$ cat src/rtl/micro_divider.sv
// Restoring shift-subtract divider for sign-magnitude operands (7-bit / 3-bit magnitudes).
// Define MICRO_DIV_ZERO_CHECK_EN to short-circuit a zero divisor and raise div0.
module micro_divider (
  input  logic       sys_clk,
  input  logic       sys_rst,
  input  logic       start,
  input  logic [7:0] dividend,
  input  logic [3:0] divisor,
  output logic [7:0] quotient,
  output logic [3:0] remainder,
  output logic       busy,
  output logic       done,
  output logic       div0
);

  // state | meaning
  // IDLE  | waiting for start
  // CALC  | one quotient bit per edge, 7 iterations
  // FIN   | quotient/remainder complete, registered on exit
  // DONE  | done pulse, results valid
  typedef enum logic [1:0] {IDLE, CALC, FIN, DONE} state_t;

  state_t      state, state_nxt;
  logic [6:0]  dvd;
  logic        dvd_sign;
  logic [3:0]  dsr;
  logic [3:0]  r;
  logic [2:0]  cnt;
  logic [3:0]  trial;
  logic [3:0]  r_nxt;
  logic        qbit;
  logic        zero_div;
  logic        q_sign;
  logic        r_sign;

  // (R<<1)|bit kept to 4 bits; the dropped MSB only matters for a zero divisor
  assign trial    = (r << 1) | {3'b000, dvd[6]};
  assign qbit     = (trial >= {1'b0, dsr[2:0]});
  assign r_nxt    = qbit ? (trial - {1'b0, dsr[2:0]}) : trial;
  assign zero_div = (dsr[2:0] == 3'd0);
  assign q_sign   = (dvd_sign ^ dsr[3]) & (|dvd);
  assign r_sign   = dvd_sign & (|r[2:0]);

  always_ff @(posedge sys_clk or posedge sys_rst) begin
    if (sys_rst) state <= IDLE;
    else         state <= state_nxt;
  end

  always_comb begin
    state_nxt = state;
    case (state)
      IDLE: if (start) state_nxt = CALC;
      CALC: begin
`ifdef MICRO_DIV_ZERO_CHECK_EN
        if (cnt == 3'd0 && zero_div) state_nxt = DONE;
        else if (cnt == 3'd6)        state_nxt = FIN;
`else
        if (cnt == 3'd6) state_nxt = FIN;
`endif
      end
      FIN:     state_nxt = DONE;
      DONE:    state_nxt = IDLE;
      default: state_nxt = IDLE;
    endcase
  end

  always_comb begin
    busy = (state == CALC) || (state == FIN);
    done = (state == DONE);
  end

`ifdef MICRO_DIV_ZERO_CHECK_EN
  logic div0_r;
  assign div0 = div0_r;
`else
  assign div0 = 1'b0;
`endif

  always_ff @(posedge sys_clk or posedge sys_rst) begin
    if (sys_rst) begin
      dvd       <= '0;
      dvd_sign  <= 1'b0;
      dsr       <= '0;
      r         <= '0;
      cnt       <= '0;
      quotient  <= '0;
      remainder <= '0;
`ifdef MICRO_DIV_ZERO_CHECK_EN
      div0_r    <= 1'b0;
`endif
    end else begin
      case (state)
        IDLE: if (start) begin
          dvd      <= dividend[6:0];
          dvd_sign <= dividend[7];
          dsr      <= divisor;
          r        <= '0;
          cnt      <= '0;
        end
        CALC: begin
          // quotient bits shift in behind the consumed dividend bits
          r   <= r_nxt;
          dvd <= {dvd[5:0], qbit};
          cnt <= cnt + 3'd1;
`ifdef MICRO_DIV_ZERO_CHECK_EN
          if (cnt == 3'd0 && zero_div) begin
            quotient  <= {dvd_sign ^ dsr[3], 7'h7F};
            remainder <= 4'h0;
            div0_r    <= 1'b1;
          end
`endif
        end
        FIN: begin
          quotient  <= {q_sign, dvd};
          remainder <= {r_sign, r[2:0]};
`ifdef MICRO_DIV_ZERO_CHECK_EN
          div0_r    <= 1'b0;
`endif
        end
        default: ;
      endcase
    end
  end

endmodule

$ cat config.mk
export PLATFORM = sky130hd
export DESIGN_NAME = micro_divider
export DESIGN_NICKNAME = d
export VERILOG_FILES = /design/src/rtl/micro_divider.sv
export SDC_FILE = /design/constraint.sdc
export NUM_CORES = 1
export LEC_CHECK = 0
export BUFFER_PORTS_ARGS = -buffer_cell sky130_fd_sc_hd__buf_4
export CAP_MARGIN = 5
export CORE_ASPECT_RATIO = 0.7
export CORE_UTILIZATION = 50
export CTS_BUF_LIST = sky130_fd_sc_hd__clkbuf_8
export DETAILED_ROUTE_END_ITERATION = 7
export GPL_TIMING_DRIVEN = 0
export PLACE_DENSITY = 0.76
export SLEW_MARGIN = 20
export SYNTH_ARGS = -nofsm -noshare
export SYNTH_HDL_FRONTEND = slang
export SYNTH_SLANG_ARGS = --single-unit
$ cat constraint.sdc
create_clock -name sys_clk -period 1.75 [get_ports sys_clk]
set_clock_uncertainty 0.1 [all_clocks]
set_input_delay 0 -clock sys_clk [delete_from_list [all_inputs] [get_ports sys_clk]]
set_output_delay 0 -clock sys_clk [all_outputs]
set_load 0.05 [all_outputs]
* Word-level counts from Yosys, hierarchy flattened
Index checks and enable logic that the tools add are counted.
** Word-level totals
- Register bits :: 32
- Input port bits :: 15
- Output and inout port bits :: 15
- Logic and storage cells :: 39
** Operators by class
- $add $sub $neg :: 2
- Order comparisons :: 1
- Equality and inequality tests :: 6
- Mux-type cells :: 10
- Bitwise operators :: 4
- Reduce and logical (&&, ||, !) cells :: 8
** Operators with widths (count)
- $pmux 7 s2 :: 1
- $pmux 3 s2 :: 2
- $mux 3 :: 3
- $pmux 2 s4 :: 1
- $mux 7 :: 1
- $reduce_or 7->1 :: 1
- $reduce_and 2->1 :: 3
- $eq 2x2->1 const B :: 2
- $ge 4x3->1 :: 1
- $mux 2 :: 2
- $ne 2x2->1 const B :: 2
- $or 4x1->4 :: 1
- $add 3x1->3 const B :: 1
- $eq 3x3->1 const B :: 1
- $reduce_or 3->1 :: 1
- $sub 3x3->3 :: 1
- $and 1x1->1 :: 2
- $eq 2x1->1 const B :: 1
- $logic_not 2->1 :: 1
- $reduce_bool 2->1 :: 1
- $logic_or 1x1->1 :: 1
- $xor 1x1->1 :: 1

* Depth between registers and ports, before layout
Gate-level depths: netlist of the first run.
- Word-level depth :: 4
- Gate-level depth with buffers :: 7
- Depth with buffers taken out :: 6

* Worst setup path after synthesis of the first run
OpenSTA, ideal clock, no wires.
- Path type :: register to register
- From :: reg r[1]
- To :: reg r[1]
- Library setup time :: 0.122 ns
- Arrival time :: 1.618 ns
- Required time :: 1.528 ns
- Setup slack :: -0.090 ns
- Stages on the path, launching flop included :: 6
- Buffers on the path :: 1
- Clock period less this slack :: 1.840 ns
- Cells stage by stage :: dfrtp_1 ha_1 or2_0 clkbuf_2 or4_1 a32o_1
** On the way
- Word-level cells in the longest chain between the ends :: 4
** RTL lines
- from (decl) :: line 27 : logic [3:0] r;
- from (signal assigned) :: line 102 : r <= r_nxt;
- $or 4x1->4 :: line 37 : assign trial = (r << 1) | {3'b000, dvd[6]};
- $ge 4x3->1 :: line 38 : assign qbit = (trial >= {1'b0, dsr[2:0]});
- $mux 3 :: line 39 : assign r_nxt = qbit ? (trial - {1'b0, dsr[2:0]}) : trial;
- $pmux 3 s2 :: line 92 : case (state)
Every way passes these cells.
A chain may end at the register's enable or synchronous reset.

* Worst setup path in the final report of the first run
- From :: reg r[1]
- To :: reg r[2]
** On the way
- Word-level cells in the longest chain between the ends :: 4
- Elaborated cells on any way between the ends :: 5
- Classes of those cells :: add/sub: 1; order compare: 1; mux: 2; bitwise: 1
** RTL lines (line)
- $or 4x1->4 (*) :: 37
- $ge 4x3->1 or $sub 3x3->3 (tied branches) :: 38, 39
- $mux 3 (*) :: 39
- $pmux 3 s2 (*) :: 92
Every way passes the cells marked *; elsewhere a longest branch is shown, timed or not.

==> results by group, run 1 <==
Clock tree
  – CTS Buf Count: 5
  – Max H-tree Level: 2
  – CTS tree: done
  – Clock latency on the worst-skew pair: 290 ps
  – Register clock-pin slew on the reported worst setup and hold paths: 70 ps
  – Clock sinks: 32
  – Max Root-Sink Buffers: 2
  – Root Buffer: clkbuf_8

Global route
  – First-pass GRT wire length: 5990 um
  – Number of global-route vias before repair: 1217
  – Largest net degree at the start of global routing: 33
  – GRT Residual Overflow: 0
  – Initial antenna violation count: 0
  – GRT Util Overall: 0.238

Power and ir drop
  – Internal power: 3.07 mW
  – Flop pwr share: 0.263
  – Switching Fraction: 0.430
  – Pwr dens: 2320 nW/um2
  – P_leak: 1.08 nW
  – Gate power share: 0.609
  – P_sw: 2.32 mW
  – Power, Total: 5.38 mW
  – Maximum VDD drop: 1310 uV
  – Clock power share: 0.128

Synthesis
  – Mapped Nets: 160
  – Post-Syn Area: 1570 um2
  – Average size of a mapped cell: 11.7 um2
  – Synth unique cells: 34
  – Gate Count Post-Synth: 135
  – Register bit total from synthesis: 32
  – Seq/Total Area, Yosys: 0.509
  – YS warnings: 0

Routing
  – DR WL/cell: 16.9 um
  – Post-Route WL: 3980 um
  – Vias per cell: 5.70
  – Initial DRC Count: 83
  – Post-route ant nets: 0
  – First drt pass iteration count: 4
  – DRC: 0
  – Via count: 1340

Die
  – Starting density of the core: 0.546
  – Boundary Pins: 30
  – Die H: 48.9 um
  – Die area: 3380 um2
  – Die width: 69.1 um
  – Row cnt: 16
  – Core area: 2880 um2

Placed design
  – DP HPWL: 2280 um
  – Placer congestion estimate: 0.775
  – Port buffer count: 28
  – Dpl ws: -281 ps

Timing
  – Setup_tns: -422 ps
  – Fin worst setup slack: -159 ps
  – Worst-Margin Slew: 669 ps
  – Final worst path period share: 1.09
  – Maximum clock rate: 524 MHz
  – # setup viols final: 4
  – Final slew viol count: 0
  – RSZ-0062 raised after global routing: yes
  – Relative slew margins: 0.554
  – Final min period: 1910 ps
  – Hold Vio Cnt, Final: 0

Critical path
  – Crit-path max FO: 4
  – Crit path max-delay cell type: nor4_1
  – Critical Path Max Stage Delay: 430 ps
  – Crit. End Element: flip-flop
  – Crit path cell chain: ha_4, or2_0, buf_4, buf_4, nor4_1, o41ai_2
  – Cell mode on critical path: buf_4
  – CP arrival: 1970 ps
  – Crit path required time: 1810 ps
  – Setup CP Type: flip-flop to flip-flop
  – Critical Path Source Type: flip-flop

Run status
  – Outcome: finished with violations
  – Violations in the final reports: negative setup slack

Flow run
  – Maxcap violations: 0

Min path
  – Hold WC Path Type: input pin to flip-flop

Finish
  – Ratio of cells with drive above 1 in the final layout: 0.503
  – Nets: 223
  – Syn-to-layout area delta: 47.3%
  – Diode count: 0
  – Final core utilization: 0.804
[critical path: cells and delay by family (launching register included)]
family | cells | cell delay, ps
and+or+nand+nor | 2 | 670
DFF | 1 | 420
buffers and inverters | 2 | 310
adders and majority gates | 1 | 170
AOI/OAI and AO/OA | 1 | 120
[through the flow]
stage | cells | cell area [um2] | hold WS [ps]
3_3_place_gp | 199 | 1840 | 133
4_1_cts | 223 | 2130 | 4.27
2_1_floorplan | 135 | 1580 | 16.2
3_5_place_dp | 199 | 1840 | 41.3
6_report | 235 | 2320 | 38.2
5_1_grt | 235 | 2320 | 22.7
[registers in the layout, indices dropped and copies added, names as in the netlist]
signal / flops
dvd_sign: 1
quotient: 8
cnt: 3
remainder: 4
dsr: 4
dvd: 7
state: 2
r: 3
[cell usage after synthesis, drive strengths merged]
cell type   n  area, um2
clkbuf      4       16.3
dfrtp      32        801
and3        1       6.26
inv        12       45.0
o32ai       1       8.76
conb        1       3.75
and3b       1       10.0
buf         1       7.51
nand2      11       41.3
nor3        1       5.00
ha          9        113
nor2        2       7.51
mux2i       4       40.0
or2         2       12.5
nand2b      1       6.26
mux2       17        191
nor4        3       18.8
xnor2       1       8.76
o31ai       1       7.51
o41ai       2       17.5
or4         1       7.51
o311ai      1       8.76
o221a       3       33.8
or3         3       18.8
nor2b       4       25.0
a21oi       3       15.0
a211o       1       10.0
a21boi      1       7.51
fa          1       20.0
o32a        1       10.0
o21ai       8       40.0
a32o        1       10.0
[area by class of cell]
cell class	count	area, um2
Multi-Input combinational cell	86	811
Sequential cell	32	803
Fill cell	173	564
Timing Repair Buffer	56	465
Clock buffer	5	68.8
Inverter	12	45.0
Tap cell	36	45.0
Buffer	5	41.3
Clock inverter	3	38.8
[final timing paths]
kind | depth (start not counted) | slack [ps] | start | endpoint
worst max-delay path | 6 | -160 | r[1]$_DFFE_PP0P_ | r[2]$_DFFE_PP0P_
worst min-delay path | 4 | 40 | dividend[0] | dvd[0]$_DFFE_PP0P_
worst max register to register | 6 | -160 | r[1]$_DFFE_PP0P_ | r[2]$_DFFE_PP0P_
worst min register to register | 1 | 410 | quotient[5]$_DFFE_PP0P_ | quotient[5]$_DFFE_PP0P_
max in group asynchronous | 3 | 810 | sys_rst | r[0]$_DFFE_PP0P_
min in group asynchronous | 3 | 260 | sys_rst | quotient[1]$_DFFE_PP0P_
[repair_timing]
item	CTS	global route
hold endpoints to repair	43	0
gates resized for setup	12	25
pin swaps	1	9
endpoints found under the setup margin	21	19
hold buffers	13	0
setup buffers	3	12
[cells in the final DEF (no fill, tap or decap), types with 4 or more instances in the layout]
cell	n
clkbuf_8	5
mux2_2	17
ha_4	4
inv_2	5
dlygate4sd3_1	13
inv_1	8
nand2_1	9
o21ai_0	7
buf_4	45
dfrtp_1	30
[kinds of logic (layout without fill, tap and decap cells)]
logic type / Yosys count / count (layout) / share of synthesized area
AND/OR/NAND/NOR: 30 / 30 / 0.101
XOR/XNOR: 1 / 1 / 0.00557
AO/OA/AOI/OAI: 23 / 23 / 0.107
buffers and inverters: 17 / 81 / 0.0437
adder cells (fa/ha/maj): 10 / 10 / 0.0843
other: 1 / 1 / 0.00238
flip-flops: 32 / 32 / 0.509
multiplexers: 21 / 21 / 0.147
[power by group through the flow]
stage	logic (mW)	clock network [mW]	registers [mW]
global placement	2.33	0	1.38
floorplan	1.42	0	1.77
global route	3.49	0.728	1.45
detailed placement	2.42	0	1.41
CTS	2.63	0.700	1.38
finish	3.28	0.688	1.41
[routing by layer]
layer  up-vias  wire length, um  global-route usage
met5         -                0                   0
met4         0              161               0.119
met3        23              287              0.0723
met2        77             1900               0.358
met1       640             1630               0.313
li1        600                -                   -
Power figures use the tool's default switching activity.
==> inputs of run 2 (changes only) <==
--- a/config.mk
+++ b/config.mk
@@ -8,11 +8,11 @@
 export BUFFER_PORTS_ARGS = -buffer_cell sky130_fd_sc_hd__buf_4
 export CAP_MARGIN = 5
 export CORE_ASPECT_RATIO = 0.7
-export CORE_UTILIZATION = 50
-export CTS_BUF_LIST = sky130_fd_sc_hd__clkbuf_8
+export CORE_UTILIZATION = 49
+export CTS_BUF_LIST = sky130_fd_sc_hd__clkbuf_8 sky130_fd_sc_hd__clkbuf_16
 export DETAILED_ROUTE_END_ITERATION = 7
 export GPL_TIMING_DRIVEN = 0
-export PLACE_DENSITY = 0.76
+export PLACE_DENSITY = 0.75
 export SLEW_MARGIN = 20
 export SYNTH_ARGS = -nofsm -noshare
 export SYNTH_HDL_FRONTEND = slang
==> results by group, run 2 (synthesized netlist as in run 1, its figures left out) <==
Global route
  – Initial antenna violation count: 0 (unchanged)
  – GRT Residual Overflow: 0 (unchanged)
  – Largest net degree at the start of global routing: 33 (unchanged)
  – GRT Util Overall: 0.235 (-0.00256)
  – Number of global-route vias before repair: 1212 (-0.41%)
  – First-pass GRT wire length: 5980 um (-0.12%)

Die
  – Starting density of the core: 0.539 (-0.00748)
  – Die area: 3450 um2 (+2.0%)
  – Die H: 49.4 um (+0.98%)
  – Core area: 2920 um2 (+1.4%)
  – Boundary Pins: 30 (unchanged)
  – Row cnt: 16 (unchanged)
  – Die width: 69.7 um (+0.98%)

Critical path
  – Setup CP Type: flip-flop to flip-flop
  – Crit path max-delay cell type: dfrtp_1
  – Crit. End Element: flip-flop
  – CP arrival: 1940 ps (-30 ps)
  – Crit-path max FO: 5 (+1)
  – Critical Path Max Stage Delay: 430 ps (about the same)
  – Critical Path Source Type: flip-flop
  – Crit path required time: 1840 ps (+30 ps)
  – Crit path cell chain: ha_1, and3_1, or4_1, a32o_1

Timing
  – Final slew viol count: 0 (unchanged)
  – # setup viols final: 2 (-2)
  – Final min period: 1850 ps (-56.3 ps)
  – Hold Vio Cnt, Final: 0 (unchanged)
  – Relative slew margins: 0.548 (-0.00606)
  – Maximum clock rate: 540 MHz (+3.0%)
  – Fin worst setup slack: -103 ps (+56.3 ps)
  – RSZ-0062 raised after global routing: yes
  – Final worst path period share: 1.06 (-0.0322)
  – Worst-Margin Slew: 678 ps (+9.08 ps)

Placed design
  – Port buffer count: 28 (unchanged)
  – Placer congestion estimate: 0.837 (+8.0%)
  – DP HPWL: 2270 um (-0.61%)

Finish
  – Most flops, register: quotient
  – Final core utilization: 0.772 (-0.0324)
  – Most frequent cells in the layout: buf_4 (35), dfrtp_1 (31), mux2_2 (17)
  – Syn-to-layout area delta: 43.3%
  – Top flop regs: quotient x8, dvd x7
  – Most common library cell in the layout ignoring fill and taps: buf_4
  – Nets: 216 (-3.1%)
  – Diode count: 0 (unchanged)
  – Max reg flops: 8 (unchanged)
  – Ratio of cells with drive above 1 in the final layout: 0.453 (-0.0494)

Routing
  – Initial DRC Count: 57 (-31%)
  – First drt pass iteration count: 4 (unchanged)
  – Vias per cell: 5.39 (-5.5%)
  – Post-route ant nets: 0 (unchanged)
  – Via count: 1229 (-8.3%)
  – DR WL/cell: 16.5 um (-2.4%)
  – Post-Route WL: 3770 um (-5.4%)
  – DRC: 0 (unchanged)

Run status
  – Violations in the final reports: negative setup slack
  – Outcome: finished with violations

Clock tree
  – Register clock-pin slew on the reported worst setup and hold paths: 70 ps (about the same)
  – CTS Buf Count: 5 (unchanged)
  – Max H-tree Level: 2 (unchanged)
  – Clock sinks: 32 (unchanged)
  – Clock latency on the worst-skew pair: 300 ps (about the same)
  – Root Buffer: clkbuf_8
  – Max Root-Sink Buffers: 2 (unchanged)
  – CTS tree: done

Min path
  – Hold WC Path Type: input pin to flip-flop

Flow run
  – Maxcap violations: 0 (unchanged)
==> run 2: changes by cell type in the layout (fill, tap and decap cells not counted), sizes merged <==
| cell | before | now |
|---|---|---|
| clkinvlp | 0 | 1 |
| inv | 13 | 12 |
| buf | 47 | 40 |
==> run 2: worst max-delay path, delay by kind of cell, from the launching register on <==
kind | cells | cell delay [ps]
simple gates | 2 | 690
fa+ha+maj | 1 | 310
compound gates | 1 | 230
flops | 1 | 430
==> run 2: routing by layer <==
metal	global-route usage	up-vias	wire length (um)
met5	0	-	0
met4	0.0967	0	45
met3	0.0682	7	205
met2	0.359	35	1780
met1	0.316	602	1730
li1	-	585	-
==> run 2: worst paths after layout <==
path,startpoint,to,slack [ps],cells after the start
min reg2reg,dsr[2]$_DFFE_PP0P_,dsr[2]$_DFFE_PP0P_,410,1
min,dividend[0],dvd[0]$_DFFE_PP0P_,8,4
min in group asynchronous,sys_rst,quotient[7]$_DFFE_PP0P_,270,3
max,r[0]$_DFFE_PP0P_,r[1]$_DFFE_PP0P_,-100,4
max reg2reg,r[0]$_DFFE_PP0P_,r[1]$_DFFE_PP0P_,-100,4
max in group asynchronous,sys_rst,dvd[6]$_DFFE_PP0P_,800,3
==> run 2: area by class of cell <==
| class | instances | area [um2] |
|---|---|---|
| plain buffers | 4 | 37.5 |
| clock buffers | 5 | 68.8 |
| clock inverters | 3 | 42.5 |
| fillers | 184 | 667 |
| inverters | 12 | 45.0 |
| multi-input cells | 86 | 796 |
| flip-flops and latches | 32 | 802 |
| well taps | 36 | 45.0 |
| repair buffers | 50 | 419 |
==> run 2: timing repair <==
action | in CTS | in global routing
pin swaps | 4 | 3
endpoints found under the setup margin | 21 | 20
gates resized for setup | 17 | 15
setup buffers | 5 | 4
hold buffers | 13 | 0
endpoints found under the hold margin | 43 | 0
==> run 2: through the flow <==
step                      TNS [ps]  cells  area [um2]  setup slack, ps  hold slack, ps
after floorplan              -44.6    135        1580            -44.6            16.2
after global placement       -2960    199        1840             -267             132
after detailed placement     -4510    199        1840             -361            40.6
after CTS                     -104    225        2170            -68.0            16.9
after global routing          -383    228        2260             -156            44.5
final                         -182    228        2260             -103            7.70
Power of run 2 is left out: the tool's default activity adds up to more than one toggle a clock period on the data nets, which glitch-free logic cannot reach.
==> inputs of run 3 (changes only) <==
--- a/config.mk
+++ b/config.mk
@@ -7,7 +7,7 @@
 export LEC_CHECK = 0
 export BUFFER_PORTS_ARGS = -buffer_cell sky130_fd_sc_hd__buf_4
 export CAP_MARGIN = 5
-export CORE_ASPECT_RATIO = 0.7
+export CORE_ASPECT_RATIO = 0.6
 export CORE_UTILIZATION = 49
 export CTS_BUF_LIST = sky130_fd_sc_hd__clkbuf_8 sky130_fd_sc_hd__clkbuf_16
 export DETAILED_ROUTE_END_ITERATION = 7
==> results by group, run 3 (synthesized netlist as in run 1, its figures left out) <==
Die
  – Row cnt: 15 (-1)
  – Die width: 75.2 um (+7.8%)
  – Boundary Pins: 30 (unchanged)
  – Die area: 3450 um2 (+0.11%)
  – Core area: 2970 um2 (+1.5%)
  – Starting density of the core: 0.531 (-0.00773)
  – Die H: 45.9 um (-7.1%)

Critical path
  – Worst r2r src: dvd[6]$_DFFE_PP0P_
  – CP arrival: 1940 ps (about the same)
  – Critical Path Source Type: flip-flop
  – Setup CP Type: flip-flop to flip-flop
  – Crit-path max FO: 2 (-3)
  – CP Launch Point: dvd[6]$_DFFE_PP0P_
  – Crit. End Element: flip-flop
  – Crit path required time: 1820 ps (-20 ps)

Finish
  – Fillers: 225 (+22%)
  – Final core utilization: 0.745 (-0.0271)
  – Most common library cell in the layout ignoring fill and taps: buf_4
  – Register area: 802 um2 (unchanged)
  – Syn-to-layout area delta: 40.3%
  – Ratio of cells with drive above 1 in the final layout: 0.448 (-0.00521)
  – Most flops, register: quotient
  – Top flop regs: quotient x8, dvd x7
  – Diode count: 0 (unchanged)
  – Most frequent cells in the layout: buf_4 (36), dfrtp_1 (31), mux2_2 (17)
  – Final Cell Area: 2210 um2 (-2.1%)
  – Max reg flops: 8 (unchanged)
  – Multi-input gate area: 773 um2 (-2.8%)
  – Nets: 216 (unchanged)

Timing
  – Final worst path period share: 1.07 (+0.00829)
  – # setup viols final: 4 (+2)
  – Final slew viol count: 0 (unchanged)
  – Relative slew margins: 0.562 (+0.0141)
  – Maximum clock rate: 536 MHz (-0.78%)
  – Fin worst setup slack: -117 ps (-14.5 ps)
  – Final min period: 1870 ps (+14.5 ps)
  – Worst-Margin Slew: 657 ps (-21.2 ps)
  – Hold Vio Cnt, Final: 0 (unchanged)
  – Setup_tns: -232 ps (-49.8 ps)
  – RSZ-0062 raised after global routing: yes

Power and ir drop
  – Pwr dens: 2210 nW/um2
  – P_leak: 1.03 nW
  – Maximum VDD drop: 1040 uV
  – Power, Total: 4.88 mW

Placed design
  – Port buffer count: 28 (unchanged)
  – DP HPWL: 2420 um (+6.7%)
  – Post-DP Area: 1840 um2 (+0.41%)
  – Dpl ws: -335 ps (+25.7 ps)
  – Placer congestion estimate: 0.860 (+2.8%)

Global route
  – GRT Residual Overflow: 0 (unchanged)
  – Initial antenna violation count: 0 (unchanged)
  – First-pass GRT wire length: 5670 um (-5.2%)
  – Largest net degree at the start of global routing: 33 (unchanged)
  – Number of global-route vias before repair: 1211 (-0.083%)
  – GRT Util Overall: 0.238 (+0.00300)

Routing
  – First drt pass iteration count: 5 (+1)
  – DRC: 0 (unchanged)
  – Post-Route WL: 3630 um (-3.7%)
  – DR WL/cell: 15.5 um (-6.2%)
  – Post-route ant nets: 0 (unchanged)
  – Vias per cell: 5.39 (about the same)
  – Via count: 1261 (+2.6%)
  – Initial DRC Count: 88 (+54%)

Clock tree
  – Register clock-pin slew on the reported worst setup and hold paths: 70 ps (about the same)
  – CTS Buf Count: 5 (unchanged)
  – Clock latency on the worst-skew pair: 290 ps (about the same)
  – CTS tree: done
  – Max Root-Sink Buffers: 2 (unchanged)
  – Root Buffer: clkbuf_8
  – Max H-tree Level: 2 (unchanged)
  – Clock sinks: 32 (unchanged)

Run status
  – Outcome: finished with violations
  – Violations in the final reports: negative setup slack

Flow run
  – Maxcap violations: 0 (unchanged)

Min path
  – Hold WC Path Type: input pin to asynchronous set/reset pin
-- run 3: cell type report --
class / count / area share
clock inverter: 3 / 0.00850
buffer: 5 / 0.0204
inverter: 12 / 0.0204
tap: 42 / 0.0238
timing repair buffer: 49 / 0.182
multi-input combinational: 86 / 0.350
clock buffer: 5 / 0.0312
sequential: 32 / 0.363
-- run 3: worst max-delay path, cell delays in order, from the launching register on --
cell and delay (ps):
dfrtp_2 430, inv_2 70, ha_4 130, fa_2 240
nor2b_4 50, or4_4 500, a32o_1 230
-- run 3: where the power goes --
group / internal, mW / leakage (nW) / switching [mW]
clock: 0.277 / 0.0479 / 0.288
sequential: 1.11 / 0.386 / 0.288
combinational: 1.32 / 0.592 / 1.61
-- run 3: through the flow --
stage / std cells / hold slack, ps
floorplan: 135 / 16.2
global placement: 205 / 132
detailed placement: 205 / 37.9
CTS: 232 / 288
global route: 234 / 337
finish: 234 / 262
-- run 3: worst paths after layout --
check	endpoint	slack, ps	cells after the start
worst max-delay path	r[1]$_DFFE_PP0P_	-120	6
worst min register to register	dsr[2]$_DFFE_PP0P_	410	1
min in group sys_clk	dsr[3]$_DFFE_PP0P_	380	3
worst min-delay path	quotient[7]$_DFFE_PP0P_	260	3
worst max register to register	r[1]$_DFFE_PP0P_	-120	6
max in group asynchronous	dvd[6]$_DFFE_PP0P_	820	3
-- run 3: routing by layer --
metal | vias up | share of wire | GRT usage
met3 | 13 | 0.059 | 0.0664
li1 | 586 | - | -
met5 | - | 0 | 0
met2 | 46 | 0.46 | 0.359
met4 | 0 | 0.030 | 0.148
met1 | 616 | 0.45 | 0.309
-- run 3: timing repair --
action,CTS,global route
pin swaps,5,2
setup endpoints to repair,21,19
setup buffers,5,2
endpoints found under the hold margin,44,0
resized for setup,16,10
hold buffers,14,0
